==> src/rtl/piezo_pkg.sv <==
// piezo_pkg: shared types and constants for the piezo tune sequencer.
//   note_t     - one ROM entry: period in clocks (0 = rest), duration, last-note flag
//   rom_t      - 16-entry note table type
//   NOTE_ROM   - default tune table (fanfare at 0, battery-low at 6)
//   TUNE_START - first ROM entry of each tune, indexed by tune number
//   state_t    - sequencer states
package piezo_pkg;

    typedef struct packed {
        logic [14:0] frq;
        logic [24:0] dur;
        logic        last;
    } note_t;

    typedef note_t [15:0] rom_t;

    localparam logic [14:0] G6 = 15'd31888;
    localparam logic [14:0] C7 = 15'd23889;
    localparam logic [14:0] E7 = 15'd18961;
    localparam logic [14:0] G7 = 15'd15944;
    localparam logic [24:0] D1 = 25'd8388608;

    typedef enum logic [1:0] {
        ST_IDLE = 2'd0,
        ST_LOAD = 2'd1,
        ST_PLAY = 2'd2
    } state_t;

    function automatic note_t mk_note(input logic [14:0] f, input logic [24:0] d,
                                      input logic l);
        note_t n;
        n.frq  = f;
        n.dur  = d;
        n.last = l;
        return n;
    endfunction

    function automatic rom_t build_rom();
        rom_t r;
        r     = '0;
        // fanfare
        r[0]  = mk_note(G6, D1, 1'b0);
        r[1]  = mk_note(C7, D1, 1'b0);
        r[2]  = mk_note(E7, D1, 1'b0);
        r[3]  = mk_note(G7, D1 + (D1 >> 1), 1'b0);
        r[4]  = mk_note(E7, D1 >> 1, 1'b0);
        r[5]  = mk_note(G7, D1 << 1, 1'b1);
        // battery low, ends on a rest
        r[6]  = mk_note(G6, D1, 1'b0);
        r[7]  = mk_note(C7, D1, 1'b0);
        r[8]  = mk_note(E7, D1, 1'b0);
        r[9]  = mk_note(15'd0, D1, 1'b1);
        return r;
    endfunction

    localparam rom_t NOTE_ROM = build_rom();

    localparam logic [1:0][3:0] TUNE_START = {4'd6, 4'd0};

endpackage

==> src/rtl/piezo_tone.sv <==
// piezo_tone: square-wave generator for one note.
//   i_frq     - note period in clocks; 0 = rest (both outputs low)
//   i_clr     - note start: counter restarts at 0 on this edge
//   i_en      - keep sounding; when neither i_clr nor i_en, outputs go low
//   o_piezo   - registered (cnt >= frq/2)
//   o_piezo_n - registered complement while sounding, low during rests
module piezo_tone #(
    parameter int FRQ_W = 15
) (
    input  logic             clk,
    input  logic             rst_n,
    input  logic [FRQ_W-1:0] i_frq,
    input  logic             i_clr,
    input  logic             i_en,
    output logic             o_piezo,
    output logic             o_piezo_n
);

    logic [FRQ_W-1:0] r_cnt;
    logic [FRQ_W-1:0] w_cnt_nx;
    logic             r_piezo;
    logic             r_piezo_n;
    logic             w_on;
    logic             w_high;

    assign w_on = |i_frq;

    // Outputs are registered from the next count, so the registered level
    // always matches the compare of the count value visible in that cycle.
    always_comb begin
        w_cnt_nx = '0;
        if (!i_clr && w_on && (r_cnt < i_frq - 1'b1))
            w_cnt_nx = r_cnt + 1'b1;
    end

    assign w_high = (w_cnt_nx >= (i_frq >> 1));

    always_ff @(posedge clk or negedge rst_n) begin
        if (!rst_n) begin
            r_cnt     <= '0;
            r_piezo   <= 1'b0;
            r_piezo_n <= 1'b0;
        end else if (i_clr || i_en) begin
            r_cnt     <= w_cnt_nx;
            r_piezo   <= w_on && w_high;
            r_piezo_n <= w_on && !w_high;
        end else begin
            r_cnt     <= '0;
            r_piezo   <= 1'b0;
            r_piezo_n <= 1'b0;
        end
    end

    assign o_piezo   = r_piezo;
    assign o_piezo_n = r_piezo_n;

endmodule

==> src/rtl/piezo_seq.sv <==
// piezo_seq: table-driven multi-tune piezo sequencer.
// Optional feature macro: PIEZO_PREEMPT_EN (higher-index request aborts the
// playing tune and starts the new one).
//   i_play_req - level requests, one bit per tune, highest index wins
//   i_stop     - abort to silence, no done pulse
//   o_piezo / o_piezo_n - differential transducer drive, both low when silent
//   o_busy     - high in LOAD and PLAY
//   o_tune_idx - tune being played, held in IDLE
//   o_done     - one-cycle pulse when a tune ends on its last note
//
// state | meaning
// IDLE  | silent, waiting for a request
// LOAD  | latch note at note_ptr, clear counters
// PLAY  | sound note until its duration is reached
module piezo_seq
    import piezo_pkg::*;
#(
    parameter int NUM_TUNES = 2,
    parameter int FRQ_W     = 15,
    parameter int DUR_W     = 25,
    parameter int ROM_DEPTH = 16,
    parameter int FAST_SIM  = 0,
    parameter note_t [ROM_DEPTH-1:0] P_NOTE_ROM = NOTE_ROM,
    parameter logic [NUM_TUNES-1:0][$clog2(ROM_DEPTH)-1:0] P_TUNE_START = TUNE_START
) (
    input  logic                         clk,
    input  logic                         rst_n,
    input  logic [NUM_TUNES-1:0]         i_play_req,
    input  logic                         i_stop,
    output logic                         o_piezo,
    output logic                         o_piezo_n,
    output logic                         o_busy,
    output logic [$clog2(NUM_TUNES)-1:0] o_tune_idx,
    output logic                         o_done
);

    localparam int PTR_W = $clog2(ROM_DEPTH);
    localparam int IDX_W = $clog2(NUM_TUNES);
    localparam logic [DUR_W:0] DUR_INC = (FAST_SIM != 0) ? (DUR_W+1)'(16) : (DUR_W+1)'(1);

    state_t           r_state, w_state_nx;
    logic [PTR_W-1:0] r_ptr, w_ptr_nx;
    logic [IDX_W-1:0] r_idx, w_idx_nx;
    logic             r_done, w_done_nx;
    logic [FRQ_W-1:0] r_frq;
    logic [DUR_W-1:0] r_dur;
    logic             r_last;
    // One spare bit so the +16 step past a near-full duration cannot wrap.
    logic [DUR_W:0]   r_cnt_dur;
    logic             w_dur_hit;
    logic             w_any_req;
    logic [IDX_W-1:0] w_req_idx;
    note_t            w_note;
    logic [FRQ_W-1:0] w_tone_frq;
    logic             w_tone_clr;
    logic             w_tone_en;

    assign w_note    = P_NOTE_ROM[r_ptr];
    assign w_any_req = |i_play_req;
    assign w_dur_hit = (r_cnt_dur >= {1'b0, r_dur});

    always_comb begin
        w_req_idx = '0;
        for (int i = 0; i < NUM_TUNES; i++)
            if (i_play_req[i]) w_req_idx = IDX_W'(i);
    end

    always_ff @(posedge clk or negedge rst_n) begin
        if (!rst_n) begin
            r_state <= ST_IDLE;
            r_ptr   <= '0;
            r_idx   <= '0;
            r_done  <= 1'b0;
        end else begin
            r_state <= w_state_nx;
            r_ptr   <= w_ptr_nx;
            r_idx   <= w_idx_nx;
            r_done  <= w_done_nx;
        end
    end

    always_comb begin
        w_state_nx = r_state;
        w_ptr_nx   = r_ptr;
        w_idx_nx   = r_idx;
        w_done_nx  = 1'b0;
        case (r_state)
            ST_IDLE: begin
                if (w_any_req) begin
                    w_state_nx = ST_LOAD;
                    w_ptr_nx   = P_TUNE_START[w_req_idx];
                    w_idx_nx   = w_req_idx;
                end
            end
            ST_LOAD: w_state_nx = ST_PLAY;
            ST_PLAY: begin
                if (w_dur_hit) begin
                    if (r_last) begin
                        w_state_nx = ST_IDLE;
                        w_done_nx  = 1'b1;
                    end else begin
                        w_state_nx = ST_LOAD;
                        w_ptr_nx   = (r_ptr == PTR_W'(ROM_DEPTH - 1)) ? '0 : r_ptr + 1'b1;
                    end
                end
            end
            default: w_state_nx = ST_IDLE;
        endcase
`ifdef PIEZO_PREEMPT_EN
        if ((r_state != ST_IDLE) && w_any_req && (w_req_idx > r_idx)) begin
            w_state_nx = ST_LOAD;
            w_ptr_nx   = P_TUNE_START[w_req_idx];
            w_idx_nx   = w_req_idx;
            w_done_nx  = 1'b0;
        end
`endif
        if (i_stop) begin
            w_state_nx = ST_IDLE;
            w_ptr_nx   = r_ptr;
            w_idx_nx   = r_idx;
            w_done_nx  = 1'b0;
        end
    end

    always_ff @(posedge clk or negedge rst_n) begin
        if (!rst_n) begin
            r_frq     <= '0;
            r_dur     <= '0;
            r_last    <= 1'b0;
            r_cnt_dur <= '0;
        end else begin
            if (r_state == ST_LOAD) begin
                r_frq  <= FRQ_W'(w_note.frq);
                r_dur  <= DUR_W'(w_note.dur);
                r_last <= w_note.last;
            end
            if ((r_state == ST_PLAY) && (w_state_nx == ST_PLAY))
                r_cnt_dur <= r_cnt_dur + DUR_INC;
            else
                r_cnt_dur <= '0;
        end
    end

    // On the LOAD->PLAY edge the tone block needs the incoming note's period,
    // which is only latched into r_frq on that same edge.
    assign w_tone_frq = (r_state == ST_LOAD) ? FRQ_W'(w_note.frq) : r_frq;
    assign w_tone_clr = (r_state == ST_LOAD) && (w_state_nx == ST_PLAY);
    assign w_tone_en  = (r_state == ST_PLAY) && (w_state_nx == ST_PLAY);

    piezo_tone #(.FRQ_W(FRQ_W)) u_tone (
        .clk       (clk),
        .rst_n     (rst_n),
        .i_frq     (w_tone_frq),
        .i_clr     (w_tone_clr),
        .i_en      (w_tone_en),
        .o_piezo   (o_piezo),
        .o_piezo_n (o_piezo_n)
    );

    assign o_busy     = (r_state != ST_IDLE);
    assign o_tune_idx = r_idx;
    assign o_done     = r_done;

endmodule

==> config.mk <==
export PLATFORM = sky130hd
export DESIGN_NAME = piezo_seq
export DESIGN_NICKNAME = d
export VERILOG_FILES = /design/src/rtl/piezo_pkg.sv /design/src/rtl/piezo_tone.sv /design/src/rtl/piezo_seq.sv
export SDC_FILE = /design/constraint.sdc
export NUM_CORES = 1
export LEC_CHECK = 0
export BUFFER_PORTS_ARGS = -buffer_cell sky130_fd_sc_hd__buf_4
export CAP_MARGIN = 20
export CORE_AREA = 8 8 123 125
export CTS_CLUSTER_SIZE = 24
export DETAILED_ROUTE_END_ITERATION = 8
export DIE_AREA = 0 0 131 133
export HOLD_SLACK_MARGIN = 0.03
export PLACE_DENSITY = 0.54
export SYNTH_ARGS = -nofsm -noshare
export SYNTH_HDL_FRONTEND = slang
export SYNTH_SLANG_ARGS = --single-unit
==> constraint.sdc <==
create_clock -name clk -period 4.5 [get_ports clk]
set_input_delay 0.9 -clock clk [delete_from_list [all_inputs] [get_ports clk]]
set_output_delay 0.9 -clock clk [all_outputs]
set_load 0.03 [all_outputs]
# Word-level counts from Yosys, hierarchy flattened

Memory sizes are Yosys's and may differ from the RTL's.
Index checks and enable logic that the tools add are counted.

Magnitude comparators: 5
Eq/ne operators: 7
Multiplexer cells: 24
$add $sub $neg: 4
Reductions and logical operators: 16
Bitwise logic cells: 1

Operator list:

| kind                                               | count |
|---|---|
| two-way mux 15 bit                                 | 3 |
| two-way mux 41 bit                                 | 1 |
| adder 26 x 1 -> 26 bit, second input constant      | 1 |
| greater-or-equal comparator 26 x 25 -> 1 bit       | 1 |
| two-way mux 26 bit                                 | 1 |
| two-way mux 4 bit                                  | 5 |
| adder 15 x 1 -> 15 bit, second input constant      | 1 |
| greater-or-equal comparator 15 x 14 -> 1 bit       | 1 |
| < comparator 15 bit                                | 1 |
| OR reduction 15 bit                                | 1 |
| subtractor 15 x 1 -> 15 bit, second input constant | 1 |
| two-way mux 1 bit                                  | 8 |
| case mux 4 bit (2 select lines)                    | 1 |
| logical AND 1 bit                                  | 6 |
| two-way mux 2 bit                                  | 3 |
| != test 2 bit, second input constant               | 3 |
| case mux 2 bit (3 select lines)                    | 1 |
| < comparator 4 x 5 -> 1 bit, second input constant | 1 |
| AND reduction 5 bit                                | 1 |
| adder 4 x 1 -> 4 bit, second input constant        | 1 |
| == test 2 bit, second input constant               | 2 |
| == test 4 bit, second input constant               | 1 |
| nonzero test 2 bit                                 | 2 |
| two-way mux 3 bit                                  | 1 |
| 8 further kinds                                    | 9 |

Word-level logic and storage cells: 69
Flip-flop bits (word level): 92
Input bits: 5
Memories kept: 1
Output and inout port bits: 5
ROM bits: 656

Memory list:

| name             | words | width | read ports | clocked after memory_dff | write ports | RTL line        | text |
|---|---|---|---|---|---|---|---|
| (name not given) | 16    | 41    | 1          | 0                        | 0           | piezo_seq.sv:58 | `assign w_note = P_NOTE_ROM[r_ptr];` |

# Depth between registers and ports, before layout

Gate-level depths: netlist of run 1.

Depth after elaboration: 14
Mapped depth: 26
Depth with buffers taken out: 25

# Modules after synthesis

From an unflattened synthesis of run 1, not the netlist that was laid out.

Cells, all modules: 479
Area total of the unflattened synthesis: 4456.8 um^2

Modules (own cells, without submodules):

| module     | sequential area each (um^2) | instances | area each (um^2) | cells an instance |
|---|---|---|---|---|
| piezo_seq  | 1326.3                      | 1         | 2725.1           | 276 |
| piezo_tone | 425.4                       | 1         | 1731.7           | 203 |

# Least setup slack after synthesis of run 1

Ideal clock, no wire load.

Path kind: reg-to-reg
From: register r_ptr[0]
To: register u_tone.r_piezo_n, in the netlist u_tone.o_piezo_n
Arrival time: 4722 ps
Clock period less this slack: 4795 ps
Stages on the path, launching flop included: 25
Setup time: 73 ps
Setup slack: -295 ps
Buffers on the path: 1
Required time: 4427 ps
Cells stage by stage: dfrtp_1 > inv_1 > ha_1 > or3b_1 > o211ai_1 > o21a_1 > inv_1 > ha_1 > o21ai_0 > a21oi_1 > xor2_1 > ha_1 > a21oi_1 > nand3_1 > a2111oi_2 > o21a_2 > nand2_4 > buf_4 > nor2_1 > ha_1 > a211o_1 > a31oi_1 > o21bai_1 > a211oi_1 > nor2b_1

Word-level cells in the longest chain between the ends: 11
Elaborated cells on any way between the ends: 13
Classes of those cells: 1 x add/sub; 2 x order compare; 4 x mux; 5 x reduce/logical; 1 x memory

Ends and longest elaborated chain:

| element                                                            | RTL line                           | text |
|---|---|---|
| start: declaration                                                 | piezo_seq.sv:42                    | `logic [PTR_W-1:0] r_ptr, w_ptr_nx;` |
| start signal: assignment                                           | piezo_seq.sv:76                    | `r_ptr <= w_ptr_nx;` |
| memory read (16 x 41 bit) *                                        | -                                  |  |
| two-way mux 41 bit (implied by the code) *                         | piezo_seq.sv:58                    |  |
| two-way mux 15 bit *                                               | piezo_seq.sv:146                   | `assign w_tone_frq = (r_state == ST_LOAD) ? FRQ_W'(w_note.frq) : r_frq;` |
| named net u_tone.i_frq[0]                                          | piezo_tone.sv:12                   | `input logic [FRQ_W-1:0] i_frq,` |
| subtractor 15 x 1 -> 15 bit or OR reduction 15 bit (tied branches) | piezo_tone.sv:32, piezo_tone.sv:26 |  |
| < comparator 15 bit or logical AND 1 bit (tied branches)           | piezo_tone.sv:32                   | `if (!i_clr && w_on && (r_cnt < i_frq - 1'b1))` |
| logical AND 1 bit                                                  | piezo_tone.sv:32                   |  |
| two-way mux 15 bit                                                 | piezo_tone.sv:32                   |  |
| greater-or-equal comparator 15 x 14 -> 1 bit                       | piezo_tone.sv:36                   | `assign w_high = (w_cnt_nx >= (i_frq >> 1));` |
| logical NOT 1 bit                                                  | piezo_tone.sv:46                   | `r_piezo_n <= w_on && !w_high;` |
| logical AND 1 bit *                                                | piezo_tone.sv:46                   |  |
| two-way mux 1 bit *                                                | piezo_tone.sv:43                   | `end else if (i_clr \|\| i_en) begin` |
| end signal: assignment                                             | piezo_tone.sv:46                   |  |
| end: declaration                                                   | piezo_tone.sv:22                   | `logic r_piezo_n;` |

Mark *: on every way through the listed nets, which the timed path passes. The rest lies on a longest branch. The select of a mux whose other input is x is not followed.
A chain may end at the register's enable or synchronous reset.

# Final worst setup path of run 1

From: register r_ptr[1]
To: register u_tone.r_piezo_n, in the netlist u_tone.o_piezo_n

Same word-level chain as after synthesis.

==> reports/metrics.yaml, run 1 <==
outcome:
  status: "finished, violations left"
  violations: "negative setup slack"
detailed_routing:
  via_count: 3690
  routed_wl_mm: 11.1
  dr.pass1.iters: 4
  first_iter_violations: 244
  drcViolationCount: 0
  vias_per_cell: 5.06
  wl_per_cell_um: 15.2
  ant_nets: 0
cells_and_area:
  syn2layout_area_growth_pct: 25.9
  seq_area_mm2: 0.00175
  num_antenna_cells: 0
  layout.nets: 595
  fillerInstances: 1257
  final_cells: 729
  layout-drive-gt1-share_pct: 24.8
  multiInputGateArea_mm2: 0.00282
clock_network:
  cts.sinks: 70
  clk_pin_slew_ps: 60
  htreeDepth: 3
  cts_tree: "done"
  cts_made_buffers: 9
  hold_buffers: 0
  cts_buffer_depth: 2
  cts-root-buf: "clkbuf_16"
  clk_latency_ps: 340
synth:
  seq_area_frac_synth_pct: 38.7
  syn_area_per_cell_um2: 9.36
  ys_warn_count: 0
  yosys.area.top_type_share_pct: 38.7
  synth_ff_type: "dfrtp_1"
  synth_nets: 531
  synth_seq_cells: 70
  netlist_area_mm2: 0.00453
  synth_top_area_cell: "dfrtp_1"
  yosysUniqueCellTypes: 59
  synth_cells: 484
  async_flop_share_pct: 100
  synth_edf_count: 0
  synth.area.top_cells: "dfrtp_1 39%, ha_1 12%, xnor2_1 5.4%"
timing:
  worstMarginPinSlew_ps: 898
  fmax_mhz: 214
  fin_setup_tns_ps: -314
  finalSetupViolations: 2
  min_period_over_period_pct: 104
  fin_ws_ps: -172
  hold_viol: 0
  relSlewSlack_pct: 40.1
  period_needed_ps: 4670
  rsz0062_at_grt: "yes"
  fin_skew_ps: 12.4
  holdWs_ps: 512
  drv_slew: 0
run:
  drv_cap: 0
grt:
  antenna_found_initial: 0
  grt.total_usage_pct: 13.4
  grt_pass1_vias: 3714
  grt_pass1_wl_mm: 18.4
  grt-ovfl-total: 0
  grt_max_degree: 71
placement:
  place.gp.congestion: 0.824
  dp_cells: 697
  hpwl_mm: 7.90
  place_ws_ps: -265
  portBuffers: 9
floorplan:
  rows: 42
  die_y_um: 133
  chipWidth_um: 131
  core-area_mm2: 0.0131
  start_util_pct: 34.6
  io_pins: 10
  die-area_mm2: 0.0174
critical_path:
  cp_max_fo: 5
  rrSetupSlack_ps: -170
  required_ps: 4770
  end_kind: "flip-flop"
  crit_arrival_ps: 4940
  path_class: "reg -> reg"
  crit_path_start_kind: "flip-flop"
pwr:
  power_mw: 2.53
  peakVddDrop_mv: 0.202
  power_density_mw_per_mm2: 443
  power_leakage_nw: 2.52
hold_path:
  hold_class: "reg -> reg"
## per-stage QoR
step / utilization, % / instance area, um^2
final: 43.6 / 5700
after global routing: 43.6 / 5700
after CTS: 42.2 / 5520
after detailed placement: 39.0 / 5100
after global placement: 39.0 / 5100
after floorplan: - / 4560
## cell type report
| type | instances | share of cell area, % |
|---|---|---|
| clock buffers | 10 | 4.01 |
| inverters | 30 | 1.97 |
| well taps | 176 | 3.86 |
| flip-flops and latches | 70 | 30.7 |
| repair buffers | 67 | 9.24 |
| clock inverters | 6 | 0.812 |
| multi-input cells | 370 | 49.4 |
## final timing paths
kind | startpoint | to | cells after the start
min | r_cnt_dur[0] | r_cnt_dur[0] | 1
min in group asynchronous | rst_n | r_cnt_dur[13] | 1
min reg2reg | r_cnt_dur[0] | r_cnt_dur[0] | 1
max | r_ptr[1] | u_tone.o_piezo_n | 27
max in group asynchronous | rst_n | r_ptr[1] | 1
max reg2reg | r_ptr[1] | u_tone.o_piezo_n | 27
## critical path: stages, from the launching register on
cell and delay [ps]:
dfrtp_2 410, inv_2 80, ha_4 210, mux2i_4 150, o211ai_1 160, o21a_1 160, inv_2 70, ha_4 140
o21ai_4 60, a2111oi_4 440, nand4_1 170, xnor2_1 170, ha_1 200, a21oi_1 160, nand2_2 90, a2111oi_4 280
o21a_2 250, nand2_8 80, buf_4 150, buf_4 130, nor2_1 130, ha_1 260, o21ai_2 70, nor2_1 70
nand2_1 60, o21bai_1 80, a211oi_2 220, nor2b_1 150
## where the power goes
group / switching, mW / internal, mW / total, mW
Clock: 0.292 / 0.377 / 0.669
Combinational: 0.571 / 0.542 / 1.11
Sequential: 0.0480 / 0.699 / 0.747
Total: 0.911 / 1.62 / 2.53
## timing repair
item	4_1_cts	5_1_grt
buffers inserted	12	4
resized for setup	18	24
setup endpoints to repair	2	2
pin swaps	17	32
## layout by cell type (no fill, tap or decap), types with 4 or more instances in the layout
| cell type | netlist | routed |
|---|---|---|
| dfrtp_1 | 70 | 69 |
| buf_4 | 2 | 64 |
| nor2_1 | 62 | 55 |
| ha_1 | 42 | 36 |
| nand3_1 | 31 | 31 |
| inv_1 | 30 | 27 |
| xnor2_1 | 28 | 27 |
| nand2_1 | 28 | 27 |
| xor2_1 | 23 | 23 |
| nor3_1 | 14 | 14 |
| a21oi_1 | 15 | 13 |
| nand4_1 | 13 | 13 |
| and3_1 | 9 | 9 |
| o21ai_0 | 14 | 9 |
| clkbuf_16 | 0 | 9 |
| nor3_2 | 8 | 8 |
| nand2b_1 | 7 | 7 |
| nor2b_1 | 6 | 6 |
| a22oi_1 | 6 | 6 |
| nor2_2 | 1 | 6 |
| ha_4 | 0 | 6 |
| mux2i_1 | 5 | 4 |
## kinds of logic (layout without fill, tap and decap cells)
| family | after synthesis | after routing | synth area share [%] |
|---|---|---|---|
| flops | 70 | 70 | 38.7 |
| compound gates | 67 | 67 | 10.6 |
| buf+inv | 44 | 113 | 4.09 |
| mux | 8 | 8 | 1.85 |
| xor+xnor | 51 | 51 | 9.86 |
| fa+ha+maj | 42 | 42 | 11.6 |
| simple gates | 202 | 202 | 23.3 |
## cells in the mapped netlist (all sizes together), types with 5 or more instances
cell and count:
dfrtp 70, nor2 63, ha 42, nand3 32
inv 30, nand2 29, xnor2 28, xor2 23
nor3 22, a21oi 15, nand4 14, o21ai 14
and3 9, buf 8, nand2b 7, a22oi 6
clkbuf 6, nor2b 6, a2111oi 5, a31oi 5
mux2i 5
## registers in the layout (all words and copies together) (netlist names)
register,count
o_tune_idx,1
r_dur,3
u_tone.o_piezo_n,1
r_cnt_dur,26
u_tone.o_piezo,1
r_ptr,4
r_state,2
u_tone.r_cnt,15
r_frq,15
o_done,1
r_last,1
## per-layer routing
| layer | share of wire (%) | global-route usage (%) | vias to the layer above |
|---|---|---|---|
| met4 | 1.5 | 4.59 | 0 |
| met3 | 4.2 | 2.93 | 11 |
| li1 | - | - | 1835 |
| met1 | 47 | 17.8 | 1783 |
| met5 | 0 | 0 | - |
| met2 | 47 | 20.9 | 61 |
(Power assumes the default switching activity.)
==> run 2, diff against run 1 <==
Settings changed: PLACE_DENSITY 0.54 to not set, SETUP_SLACK_MARGIN set to 0.02.
==> run 2 against run 1 <==
  * The flow still finishes with violations (negative setup slack)
  * Flip-flop and latch count unchanged
  * Critical path depth down 1
  * Clock skew down 1.9 ps
  * Sequential share of layout area up 0.65 points
  * Register-to-register slack better by 30 ps
  * Worst hold slack worse by 6.8 ps
  * Clock-buffer cell count unchanged
  * Via count down 0.76%
  * Wire length down 2.7%
  * Critical endpoint unchanged
  * Global-route usage down 0.22 points
  * Die area unchanged
  * Non-clock buffer count down 15
==> reports/metrics.yaml, run 2 (synthesis gave the netlist of run 1 again) <==
critical_path:
  crit_path_start_kind: "flip-flop"
  required_ps: 4770  # about the same
  cpMaxStageDelayCell: "or3b_1"
  timing.rr.end: "u_tone.o_piezo_n"
  path_class: "reg -> reg"
  reg2regPathDepth: 26  # -3.7%
  cp_max_fo: 8  # +3
  crit_arrival_ps: 4910  # -30 ps
  rrSetupSlack_ps: -140  # +30 ps
  cpPeakStageDelay_ps: 400  # -40 ps
  critPathMostFrequentCell: "buf_4"
  reg2reg_from: "r_ptr[0]"
  end_kind: "flip-flop"
  startpoint: "r_ptr[0]"
timing:
  rsz0062_at_grt: "yes"
  worstMarginPinSlew_ps: 917  # +19.0 ps
  fin_ws_ps: -141  # +30.9 ps
  period_needed_ps: 4640  # -30.9 ps
  relSlewSlack_pct: 38.9  # -1.3 points
  finalSetupViolations: 2  # unchanged
  drv_slew: 0  # unchanged
  fmax_mhz: 215  # +0.67%
  min_period_over_period_pct: 103  # -0.69 points
  hold_viol: 0  # unchanged
  fin_skew_ps: 10.4  # -1.91 ps
  holdWs_ps: 506  # -6.82 ps
  fin_setup_tns_ps: -250  # +64.1 ps
hold_path:
  holdPathStages: 2  # +1
  min_to: "r_last"
  hp-start: "r_last"
  hold_class: "reg -> reg"
cells_and_area:
  layout.nets: 581  # -2.4%
  final_cell_mix: "69 x dfrtp_1, 56 x nor2_1, 48 x buf_4"
  largestRegisters: "r_cnt_dur x26, r_frq x15, u_tone.r_cnt x15"
  layout_commonest_cell: "dfrtp_1"
  layout-drive-gt1-share_pct: 21.5  # -3.3 points
  regMostFlops: "r_cnt_dur"
  final_cells: 715  # -1.9%
  num_antenna_cells: 0  # unchanged
  syn2layout_area_growth_pct: 23.3
  largest_register_ffs: 26  # unchanged
grt:
  grt_pass1_wl_mm: 18.4  # +0.11%
  grt.total_usage_pct: 13.2  # -0.22 points
  antenna_found_initial: 0  # unchanged
  grt_max_degree: 71  # unchanged
  grt-ovfl-total: 0  # unchanged
  grt_pass1_vias: 3753  # +1.1%
placement:
  place_ws_ps: -227  # +38.1 ps
  portBuffers: 9  # unchanged
  place.gp.congestion: 0.852  # +3.4%
  dp_cells: 690  # -1.0%
  hpwl_mm: 7.70  # -2.5%
clock_network:
  cts_buffer_depth: 2  # unchanged
  cts_tree: "done"
  htreeDepth: 3  # unchanged
  cts.sinks: 70  # unchanged
  cts_made_buffers: 9  # unchanged
  clk_latency_ps: 340  # about the same
  cts-root-buf: "clkbuf_16"
  clk_pin_slew_ps: 60  # about the same
  hold_buffers: 0  # unchanged
pwr:
  power_density_mw_per_mm2: 446  # +0.63%
  power_leakage_nw: 2.48  # -1.3%
  peakVddDrop_mv: 0.178  # -12%
  power_mw: 2.49  # -1.4%
detailed_routing:
  wl_per_cell_um: 15.1  # -0.75%
  first_iter_violations: 279  # +14%
  routed_wl_mm: 10.8  # -2.7%
  ant_nets: 0  # unchanged
  via_count: 3662  # -0.76%
  vias_per_cell: 5.12  # +1.2%
  dr.pass1.iters: 5  # +1
  drcViolationCount: 0  # unchanged
floorplan:
  chipWidth_um: 131  # unchanged
  core-area_mm2: 0.0131  # unchanged
  start_util_pct: 34.6  # unchanged
  io_pins: 10  # unchanged
  die-area_mm2: 0.0174  # unchanged
  die_y_um: 133  # unchanged
  rows: 42  # unchanged
outcome:
  status: "finished, violations left"
  violations: "negative setup slack"
run:
  drv_cap: 0  # unchanged
==> run 2: cell types whose count changed in the layout (fill, tap and decap cells not counted), moves of 3 or more <==
cell,delta
a31oi_1,+3
nand3_2,+3
buf_4,-16
nand3_1,-3
==> run 2: worst max-delay path by stage <==
stage / endpoint / cells after the start
detailed placement: u_tone.o_piezo_n / 25
global route: u_tone.o_piezo_n / 24
CTS: u_tone.o_piezo_n / 24
global placement: u_tone.o_piezo / 24
finish: u_tone.o_piezo_n / 26
floorplan: u_tone.o_piezo_n / 25
==> run 2: area by class of cell <==
cell class,instances,area [um^2]
fill,1238,7500
multi-input combinational,371,2780
sequential,70,1750
timing repair buffer,52,423
clock buffer,10,229
tap,176,220
inverter,30,113
clock inverter,6,70.1
==> run 2: metal layers <==
layer | wire (um) | global-route usage, %
met1 | 5180 | 17.5
met2 | 4970 | 20.4
met3 | 394 | 2.41
met4 | 248 | 5.81
met5 | 0 | 0
==> run 2: power breakdown <==
group          total (mW)  internal [mW]  switching (mW)
clock network       0.722          0.434           0.288
logic                1.02          0.472           0.549
registers           0.749          0.699          0.0498
==> run 2: repair_timing <==
| item | 4_1_cts | 5_1_grt |
|---|---|---|
| cloned | 1 | 0 |
| setup endpoints to repair | 2 | 2 |
| setup buffers | 4 | 4 |
| resized for setup | 21 | 9 |
| pin swaps | 22 | 18 |
==> run 2: critical path, delay by kind of cell (launching register included) <==
family	cells	cell delay [ps]
AO/OA/AOI/OAI	8	1470
XOR/XNOR	1	130
buffers and inverters	6	650
AND/OR/NAND/NOR	7	1080
adder cells (fa/ha/maj)	4	860
flip-flops	1	390
==> run 2: per-stage QoR <==
step                cell area, um^2  utilization (%)
global placement               5060             38.7
detailed placement             5060             38.7
finish                         5590             42.7
global route                   5590             42.7
floorplan                      4560                -
CTS                            5520             42.2
==> run 3, diff against run 2 <==
Settings changed: REMOVE_ABC_BUFFERS set to 1.
==> run 3 against run 2 <==
  * The run still ends with negative setup slack left
  * Clock skew is 4.9 ps lower
  * Maximum frequency shrank 2.5%
  * Sequential power fell by 0.5%
  * Combinational power up 9.8%
  * Global-route usage fell by 0.13 points
  * Flip-flop and latch count unchanged
  * Setup slack lost 120 ps
  * Clock-buffer cell count increased by 1
  * Via count grew 0.74%
  * Worst hold slack improved by 1.7 ps
  * Critical path depth unchanged
  * Die area is the same
  * Highest routed layer unchanged
==> reports/metrics.yaml, run 3 (synthesis gave the netlist of run 1 again) <==
outcome:
  status: "finished, violations left"
  violations: "negative setup slack"
timing:
  fin_skew_ps: 5.55  # -4.90 ps
  min_period_over_period_pct: 106  # +2.6 points
  holdWs_ps: 507  # +1.69 ps
  fin_ws_ps: -260  # -118 ps
  finalSetupViolations: 2  # unchanged
  worstMarginPinSlew_ps: 898  # -18.8 ps
  fin_setup_tns_ps: -433  # -183 ps
  drv_slew: 0  # unchanged
  relSlewSlack_pct: 40.1  # +1.3 points
  rsz0062_at_grt: "yes"
  fmax_mhz: 210  # -2.5%
  period_needed_ps: 4760  # +118 ps
  hold_viol: 0  # unchanged
critical_path:
  crit_path_start_kind: "flip-flop"
  end_kind: "flip-flop"
  cp_max_fo: 6  # -2
  cpMaxStageDelayCell: "dfrtp_1"
  required_ps: 4720  # -50 ps
  cpPeakStageDelay_ps: 380  # -20 ps
  path_class: "reg -> reg"
  crit_arrival_ps: 4980  # +70 ps
detailed_routing:
  first_iter_violations: 293  # +5.0%
  routed_wl_mm: 10.7  # -0.44%
  wl_per_cell_um: 14.7  # -2.5%
  dr.pass1.iters: 4  # -1
  drcViolationCount: 0  # unchanged
  vias_per_cell: 5.05  # -1.3%
  via_count: 3689  # +0.74%
  ant_nets: 0  # unchanged
floorplan:
  die_y_um: 133  # unchanged
  core-area_mm2: 0.0131  # unchanged
  io_pins: 10  # unchanged
  start_util_pct: 34.6  # unchanged
  rows: 42  # unchanged
  chipWidth_um: 131  # unchanged
  die-area_mm2: 0.0174  # unchanged
placement:
  portBuffers: 9  # unchanged
  dp_cells: 697  # +1.0%
  placed_area_mm2: 0.00507  # +0.22%
  place_ws_ps: -530  # -302 ps
  place.gp.congestion: 0.880  # +3.3%
  hpwl_mm: 7.68  # -0.25%
cells_and_area:
  largestRegisters: "r_cnt_dur x26, r_frq x15, u_tone.r_cnt x15"
  layout_commonest_cell: "dfrtp_1"
  largest_register_ffs: 26  # unchanged
  final_cells: 730  # +2.1%
  regMostFlops: "r_cnt_dur"
  layout-drive-gt1-share_pct: 24.4  # +2.8 points
  num_antenna_cells: 0  # unchanged
  final_cell_mix: "69 x dfrtp_1, 62 x buf_4, 54 x nor2_1"
  layout.nets: 596  # +2.6%
  syn2layout_area_growth_pct: 26.7
  post-route-util_pct: 43.9  # +1.2 points
  final_cell_area_mm2: 0.00574  # +2.7%
clock_network:
  clk_pin_slew_ps: 60  # about the same
  cts_buffer_depth: 2  # unchanged
  cts_made_buffers: 9  # unchanged
  cts_tree: "done"
  cts-root-buf: "clkbuf_16"
  cts.sinks: 70  # unchanged
  htreeDepth: 3  # unchanged
  clk_latency_ps: 340  # about the same
grt:
  antenna_found_initial: 0  # unchanged
  grt_pass1_wl_mm: 18.1  # -1.5%
  grt_pass1_vias: 3764  # +0.29%
  grt_max_degree: 71  # unchanged
  grt-ovfl-total: 0  # unchanged
  grt.total_usage_pct: 13.1  # -0.13 points
pwr:
  power_mw: 2.62  # +5.3%
  power_leakage_nw: 2.54  # +2.4%
  peakVddDrop_mv: 0.270  # +52%
  power_density_mw_per_mm2: 457  # +2.5%
hold_path:
  hold_class: "reg -> reg"
run:
  drv_cap: 0  # unchanged
## run 3: changes by cell type in the layout (fill, tap and decap cells not counted), moves of 2 or more
cell | before | now
nor2_1 | 56 | 54
inv_6 | 2 | 0
a31oi_2 | 0 | 2
buf_6 | 2 | 4
buf_4 | 48 | 62
nand3_1 | 28 | 30
clkinvlp_4 | 0 | 2
nand3_2 | 4 | 1
a31oi_1 | 5 | 3
## run 3: power breakdown
part / total (mW) / internal (mW) / leakage, nW / switching, mW
clock network: 0.764 / 0.486 / 0.146 / 0.278
logic: 1.12 / 0.538 / 1.46 / 0.578
registers: 0.745 / 0.699 / 0.935 / 0.0459
## run 3: what timing repair did
action / in CTS / in global routing
gates cloned: 1 / 0
resized for setup: 19 / 30
hold buffers: 0 / 0
pin swaps: 17 / 21
setup buffers: 12 / 5
setup endpoints to repair: 2 / 2
## run 3: per-layer routing
metal	wire [um]	share of wire, %	global-route usage (%)
met1	5040	47	17.4
met3	368	3.4	2.45
met4	157	1.5	4.79
met5	0	0	0
met2	5180	48	20.4
## run 3: path summary, 6_finish.rpt
path | depth (start not counted) | endpoint | startpoint | slack (ps)
max reg2reg | 26 | u_tone.o_piezo_n | r_ptr[1] | -260
min reg2reg | 1 | o_tune_idx | o_tune_idx | 510
min | 1 | o_tune_idx | o_tune_idx | 510
max | 26 | u_tone.o_piezo_n | r_ptr[1] | -260
max in group asynchronous | 1 | r_state[0] | rst_n | 3190
min in group asynchronous | 1 | r_cnt_dur[21] | rst_n | 680
## run 3: final cells by class
cell class / count / area (um^2)
Clock inverter: 5 / 83.8
Multi-Input combinational cell: 371 / 2810
Sequential cell: 70 / 1750
Fill cell: 1238 / 7350
Timing Repair Buffer: 67 / 531
Inverter: 30 / 113
Tap cell: 176 / 220
Clock buffer: 11 / 233
## run 3: worst max-delay path, delay by kind of cell, from the launching register on
family | cells | cell delay, ps
AO/OA/AOI/OAI | 9 | 1600
AND/OR/NAND/NOR | 7 | 1000
adder cells (fa/ha/maj) | 4 | 880
buffers and inverters | 4 | 480
flip-flops | 1 | 380
XOR/XNOR | 1 | 160
multiplexers | 1 | 150
